<file path="src/rtl/sdf_stage_ctrl.sv">
// sdf_stage_ctrl -- control FSM for one radix-2 single-path delay-feedback
// FFT stage. It sequences the delay line through fill (WAITING), first
// butterfly half (FIRST) and drain (SECOND). It also generates the
// shift-enable, the twiddle ROM address and the block-done pulse.
//
// Optional feature: define SDF_BLK_CNT_EN to add an 8-bit blk_cnt output.
// blk_cnt counts completed blocks and wraps from 255 to 0.
module sdf_stage_ctrl #(
  parameter int DEPTH     = 16,
  parameter int TW_STRIDE = 1
) (
  input  logic       clk,
  input  logic       rst,
  input  logic       start,
  input  logic       in_valid,
  output logic       in_ready,
  output logic [1:0] bf_state,
  output logic       sr_shift,
  output logic [3:0] tw_addr,
  output logic       out_valid,
  output logic       blk_done
`ifdef SDF_BLK_CNT_EN
  ,
  output logic [7:0] blk_cnt
`endif
);

  typedef enum logic [1:0] {
    IDLE    = 2'b00,
    FIRST   = 2'b01,
    SECOND  = 2'b10,
    WAITING = 2'b11
  } state_t;

  localparam int             CW       = (DEPTH > 1) ? $clog2(DEPTH) : 1;
  localparam logic [CW-1:0]  CNT_LAST = CW'(DEPTH - 1);

  state_t        state;
  logic [CW-1:0] cnt;
  logic          accept;
  logic          last;

  assign accept   = in_valid & in_ready;
  assign last     = (cnt == CNT_LAST);
  assign bf_state = state;

  // Output decode: a pure function of state, cnt and in_valid.
  always_comb begin
    // NOTE: every output gets a default first so no path through the case leaves one unassigned (no latch).
    in_ready  = 1'b0;
    sr_shift  = 1'b0;
    out_valid = 1'b0;
    tw_addr   = 4'd0;
    blk_done  = 1'b0;
    case (state)
      WAITING: begin
        in_ready = 1'b1;
        sr_shift = in_valid;
      end
      FIRST: begin
        in_ready  = 1'b1;
        sr_shift  = in_valid;
        out_valid = in_valid;
      end
      SECOND: begin
        sr_shift  = 1'b1;
        out_valid = 1'b1;
        tw_addr   = 4'((int'(cnt) * TW_STRIDE) % 16);
        blk_done  = last;
      end
      default: ;
    endcase
  end

  // Phase sequencing: state and in-phase sample counter.
  always_ff @(posedge clk) begin
    // NOTE: non-blocking assignments so every register samples pre-edge values, independent of statement order.
    if (rst) begin
      state <= IDLE;
      cnt   <= '0;
    end else begin
      case (state)
        IDLE: begin
          if (start) begin
            state <= WAITING;
            cnt   <= '0;
          end
        end
        WAITING: begin
          if (accept) begin
            if (last) begin
              state <= FIRST;
              cnt   <= '0;
            end else begin
              cnt <= cnt + CW'(1);
            end
          end
        end
        FIRST: begin
          if (accept) begin
            if (last) begin
              state <= SECOND;
              cnt   <= '0;
            end else begin
              cnt <= cnt + CW'(1);
            end
          end
        end
        SECOND: begin
          if (last) begin
            state <= WAITING;
            cnt   <= '0;
          end else begin
            cnt <= cnt + CW'(1);
          end
        end
        default: begin
          state <= IDLE;
          cnt   <= '0;
        end
      endcase
    end
  end

`ifdef SDF_BLK_CNT_EN
  // Completed-block counter; wraps naturally at 8 bits.
  always_ff @(posedge clk) begin
    if (rst) blk_cnt <= 8'd0;
    else if (blk_done) blk_cnt <= blk_cnt + 8'd1;
  end
`endif

endmodule
</file>
<file path="config.mk">
export PLATFORM = sky130hd
export DESIGN_NAME = sdf_stage_ctrl
export DESIGN_NICKNAME = d
export VERILOG_FILES = /design/src/rtl/sdf_stage_ctrl.sv
export SDC_FILE = /design/constraint.sdc
export NUM_CORES = 1
export LEC_CHECK = 0
export CORE_MARGIN = 4
export CORE_UTILIZATION = 25
export CTS_CLUSTER_SIZE = 25
export DETAILED_ROUTE_END_ITERATION = 16
export SLEW_MARGIN = 20
export SYNTH_ARGS = -nofsm -noshare
export SYNTH_HDL_FRONTEND = slang
export SYNTH_SLANG_ARGS = --single-unit
</file>
<file path="constraint.sdc">
create_clock -name clk -period 2.6 [get_ports clk]
set_input_delay 0.52 -clock clk [delete_from_list [all_inputs] [get_ports clk]]
set_output_delay 0.52 -clock clk [all_outputs]
set_load 0.01 [all_outputs]
</file>
# Word level (Yosys, flattened, before mapping)
# Cells that the tools add are included.
classes:
  addsub: 1
  eq_ne: 11
  muxes: 16
  bitwise: 1
  n_reduce_logical: 4
op_table:
  columns: ["operator", "n"]
  rows:
  - ["4-bit two-way mux", 4]
  - ["2-bit two-way mux", 6]
  - ["2-bit inequality test (second input constant)", 6]
  - ["4-bit one-hot mux with 3 select lines", 1]
  - ["2-bit one-hot mux with 4 select lines", 1]
  - ["6-bit AND reduction", 1]
  - ["4-bit by 1-bit adder with 4-bit output (second input constant)", 1]
  - ["2-bit equality test (second input constant)", 2]
  - ["4-bit equality test (second input constant)", 1]
  - ["1-bit one-hot mux with 2 select lines", 2]
  - ["2-bit by 1-bit equality test with 1-bit output (second input constant)", 1]
  - ["2-bit logical NOT", 1]
  - ["1-bit two-way mux", 2]
  - ["2-bit by 1-bit inequality test with 1-bit output (second input constant)", 1]
  - ["2-bit AND reduction", 1]
  - ["2-bit OR reduction", 1]
  - ["1-bit bitwise AND", 1]
totals:
  register_bits: 6
  in_bits: 4
  output_inout_bits: 10
  wordCells: 35

# Logic depth before layout (Yosys ltp)
# Gate-level depths: netlist of the first run.
depth:
  ltp_word: 6
  ltp_mapped: 5
  mapped_depth_nobuf: 5

# Least setup slack after synthesis of the first run
# No wires, ideal clock.
synth_path:
  path_kind: "reg-to-reg"
  from: "reg state[0] (netlist: bf_state[0])"
  to: "reg state[0] (netlist: bf_state[0])"
  setup_time_ps: 123
  t_arrival_ps: 1781
  required_time_ps: 2477
  path_slack_ps: 696
  path_stages_with_launch: 6
  n_path_buf: 0
  period_less_slack_ps: 1904
  cell_sequence: "dfxtp_1 > inv_1 > ha_1 > or3_1 > a211oi_2 > mux2_1"
synth_between:
  elab_chain_cells: 6
synth_rtl:
  columns: ["item", "line_no", "rtl"]
  rows:
  - ["start, declared", "38", "state_t state;"]
  - ["start signal, assigned", "79", "state <= IDLE;"]
  - ["start signal, assigned", "85", "state <= WAITING;"]
  - ["start signal, assigned", "92", "state <= FIRST;"]
  - ["2-bit by 1-bit equality test with 1-bit output / 2-bit equality test (equally long branches)", "55, 82", null]
  - ["2-bit OR reduction (no source line)", null, null]
  - ["1-bit two-way mux", "55", "case (state)"]
  - ["1-bit bitwise AND", "43", "assign accept = in_valid & in_ready;"]
  - ["2-bit inequality test (no source line)", null, null]
  - ["6-bit AND reduction (no source line)", null, null]
# Parallel ways exist; a longest one is shown, timed or not.
# A chain may end at the register's enable or synchronous reset.

# Worst setup path after layout of the first run
layout_path:
  from: "reg state[0] (netlist: bf_state[0])"
  to: "out blk_done"
layout_between:
  elab_chain_cells: 2
layout_rtl:
  columns: ["item", "line_no", "rtl"]
  rows:
  - ["2-bit equality test", "55", null]
  - ["1-bit two-way mux", "55", null]
  - ["end, declared", "21", "output logic blk_done"]
# Every way passes these cells.

==> results of run 1 <==
## cell families after synthesis
family,Yosys count,synth area share (%)
AOI/OAI and AO/OA,11,19.53
adders and majority gates,7,18.47
buffers and inverters,4,3.165
DFF,6,25.33
muxes,2,4.749
and+or+nand+nor,24,28.76
## cell usage in the layout (no fill, tap or decap)
| master | count |
|---|---|
| a211o_1 | 1 |
| a211oi_2 | 1 |
| a21oi_1 | 3 |
| a32o_1 | 3 |
| and2_1 | 4 |
| and3_1 | 1 |
| clkbuf_4 | 3 |
| clkdlybuf4s50_1 | 13 |
| dfxtp_1 | 6 |
| ha_1 | 7 |
| inv_1 | 3 |
| mux2_1 | 2 |
| nand2_1 | 1 |
| nand3_1 | 2 |
| nor2_1 | 5 |
| nor2b_1 | 2 |
| nor3_1 | 2 |
| nor3b_1 | 2 |
| o21ai_0 | 2 |
| o21ba_4 | 1 |
| or2_0 | 1 |
| or2_1 | 1 |
| or3_1 | 2 |
| or4b_1 | 1 |
## where the power goes
group / switching (mW) / internal (mW)
Clock: 0.0330 / 0.0522
Sequential: 0.0296 / 0.115
Combinational: 0.151 / 0.175
Total: 0.213 / 0.343
## metal layers
layer | vias up | global-route usage (%)
met4 | 0 | 7.860
met3 | 2 | 2.006
met2 | 14 | 13.98
li1 | 227 | -
met1 | 188 | 11.05
met5 | - | 0
## worst max-delay path, cell delays in order (launching register included)
cell	delay [ns]
dfxtp_1	0.44
inv_1	0.14
ha_1	0.27
and2_1	0.18
and3_1	0.17
clkdlybuf4s50_1	0.47
## cell type report
cell class / count / area (µm²)
clock buffer: 3 / 22.52
fill: 201 / 1110
inverter: 3 / 11.26
multi-input combinational: 44 / 339.1
sequential: 6 / 120.1
tap: 25 / 31.28
timing repair buffer: 13 / 130.1
## state kept, by name (all words and copies together) (netlist names)
register and flops:
cnt 4, bf_state 2
## worst paths after layout
kind	end	slack, ns	cells after the start
setup / recovery	blk_done	0.18	5
setup reg to reg	bf_state[1]	0.62	5
hold reg to reg	cnt[1]	0.53	2
hold / removal	cnt[1]	0.53	2
## cells in the mapped netlist, drive strengths merged, types with 2 or more instances
master  instances
and2            4
nand3           2
o21ai           2
nor3            2
or2             2
nor2b           2
ha              7
mux2            2
dfxtp           6
a32o            3
inv             3
a21oi           3
nor3b           2
or3             2
nor2            5
==> results.py, run 1 <==
metrics = {
    "placed_design": {
        "place_congestion": 0.6929,
        "postPlaceCellArea_um2": 631.9,
        "dp.cells": 91,
        "dp_slack_ns": 0.3411,
        "hpwlAfterDp_um": 789.1,
        "port_buffers": 13,
    },
    "pwr": {
        "p_total_mw": 0.5560,
        "ir_worst_vdd_v": 0.0002503,
        "p_per_area_mw_per_mm2": 849.6,
        "p_leak_nw": 0.2680,
    },
    "grt": {
        "grt_max_degree": 10,
        "overflow": 0,
        "grt_use_total_pct": 9.266,
        "grt_pass1_vias": 405,
        "antenna_found_initial": 0,
        "grt_pass1_wl_um": 1807,
    },
    "logic_synthesis": {
        "yosys.area.top_type": "dfxtp_1",
        "ys_warn_count": 0,
        "netlist_area_um2": 474.2,
        "synth_flop_cell": "dfxtp_1",
        "netlist_instances": 54,
        "synth_fp_nets": 65,
        "yosys-top-cells-area": "dfxtp_1 (25%), ha_1 (18%), a32o_1 (6.3%)",
        "synth_edf_count": 0,
        "ys_types": 23,
        "synth-seq-cells": 6,
        "yosysSeqAreaShare_pct": 25.33,
        "yosysTopAreaCellShare_pct": 25.33,
        "synth-async-reset-ratio_pct": 0,
        "syn_area_per_cell_um2": 8.782,
    },
    "floorplan": {
        "die_w_um": 51.55,
        "ios": 14,
        "num_rows": 15,
        "fp.dieH_um": 51.55,
        "die-area_mm2": 0.002657,
        "coreArea_mm2": 0.001764,
        "initial_core_util_pct": 26.88,
    },
    "sta": {
        "finClkSkew_ns": 0.002011,
        "tns_ns": 0,
        "min_period_over_period_pct": 92.92,
        "fmax_mhz": 413.9,
        "tightest_slew_ns": 0.4725,
        "slew_headroom_pct": 68.44,
        "whs_ns": 0.5285,
        "final.min_clock_period_ns": 2.416,
        "final_max_slew_viol_count": 0,
        "worst_slack_ns": 0.1841,
        "rsz0062_at_grt": "false",
        "report.final.hold_viol_count": 0,
        "setup_viol": 0,
    },
    "routing": {
        "wl_um": 1023,
        "route.detailed.drc": 0,
        "drt_iter0_markers": 5,
        "met1_length_um": 509,
        "via_per_inst": 4.585,
        "wl_per_cell_um": 10.88,
        "drtPass1Iterations": 4,
        "num_vias": 431,
        "top_layer": "met4",
        "ant_nets": 0,
        "routed-wl-met3_um": 50,
        "wl_met2_um": 447,
    },
    "clock_network": {
        "clk_pin_slew_ns": 0.05,
        "clk-insertion-delay-late_ns": 0.24,
        "cts_tree": "built",
        "cts_sinks": 6,
        "root_buffer": "clkbuf_4",
        "cts_buffer_depth": 2,
        "htree_num_levels": 1,
        "cts_buffers": 3,
        "ctsHoldBuffers": 0,
        "cts_setup_buffers": 0,
        "cts_resized": 0,
    },
    "run_status": {
        "run_status": "finished, final reports clean",
    },
    "min_path": {
        "hold_start": "cnt[1]",
        "min_path_type": "register to register",
    },
    "setup_path": {
        "cp_max_fo": 7,
        "cp-startpoint": "bf_state[0]",
        "path_class": "register to output pin",
        "r2r-start": "bf_state[0]",
        "crit_path_start_kind": "register",
        "cp-end-kind": "output pin",
        "cp.required_ns": 2.08,
        "arrival_ns": 1.90,
    },
    "layout": {
        "drive_above_1_share_pct": 7.246,
        "fin_area_um2": 654.4,
        "layout.cells.non_filler": 94,
        "fin_nets": 82,
        "synthToLayoutAreaGrowth_pct": 37.99,
        "utilization_pct": 37.09,
        "antennaDiodeCount": 0,
    },
    "flow_run": {
        "maxCapViolCount": 0,
    },
}
Note: power is estimated with default switching activity, not from simulation.
==> run 2: changes to the inputs <==
- HOLD_SLACK_MARGIN: not set -> 0.05
==> results of run 2 <==
No change in the layout: final DEF, timing and power equal those of run 1.
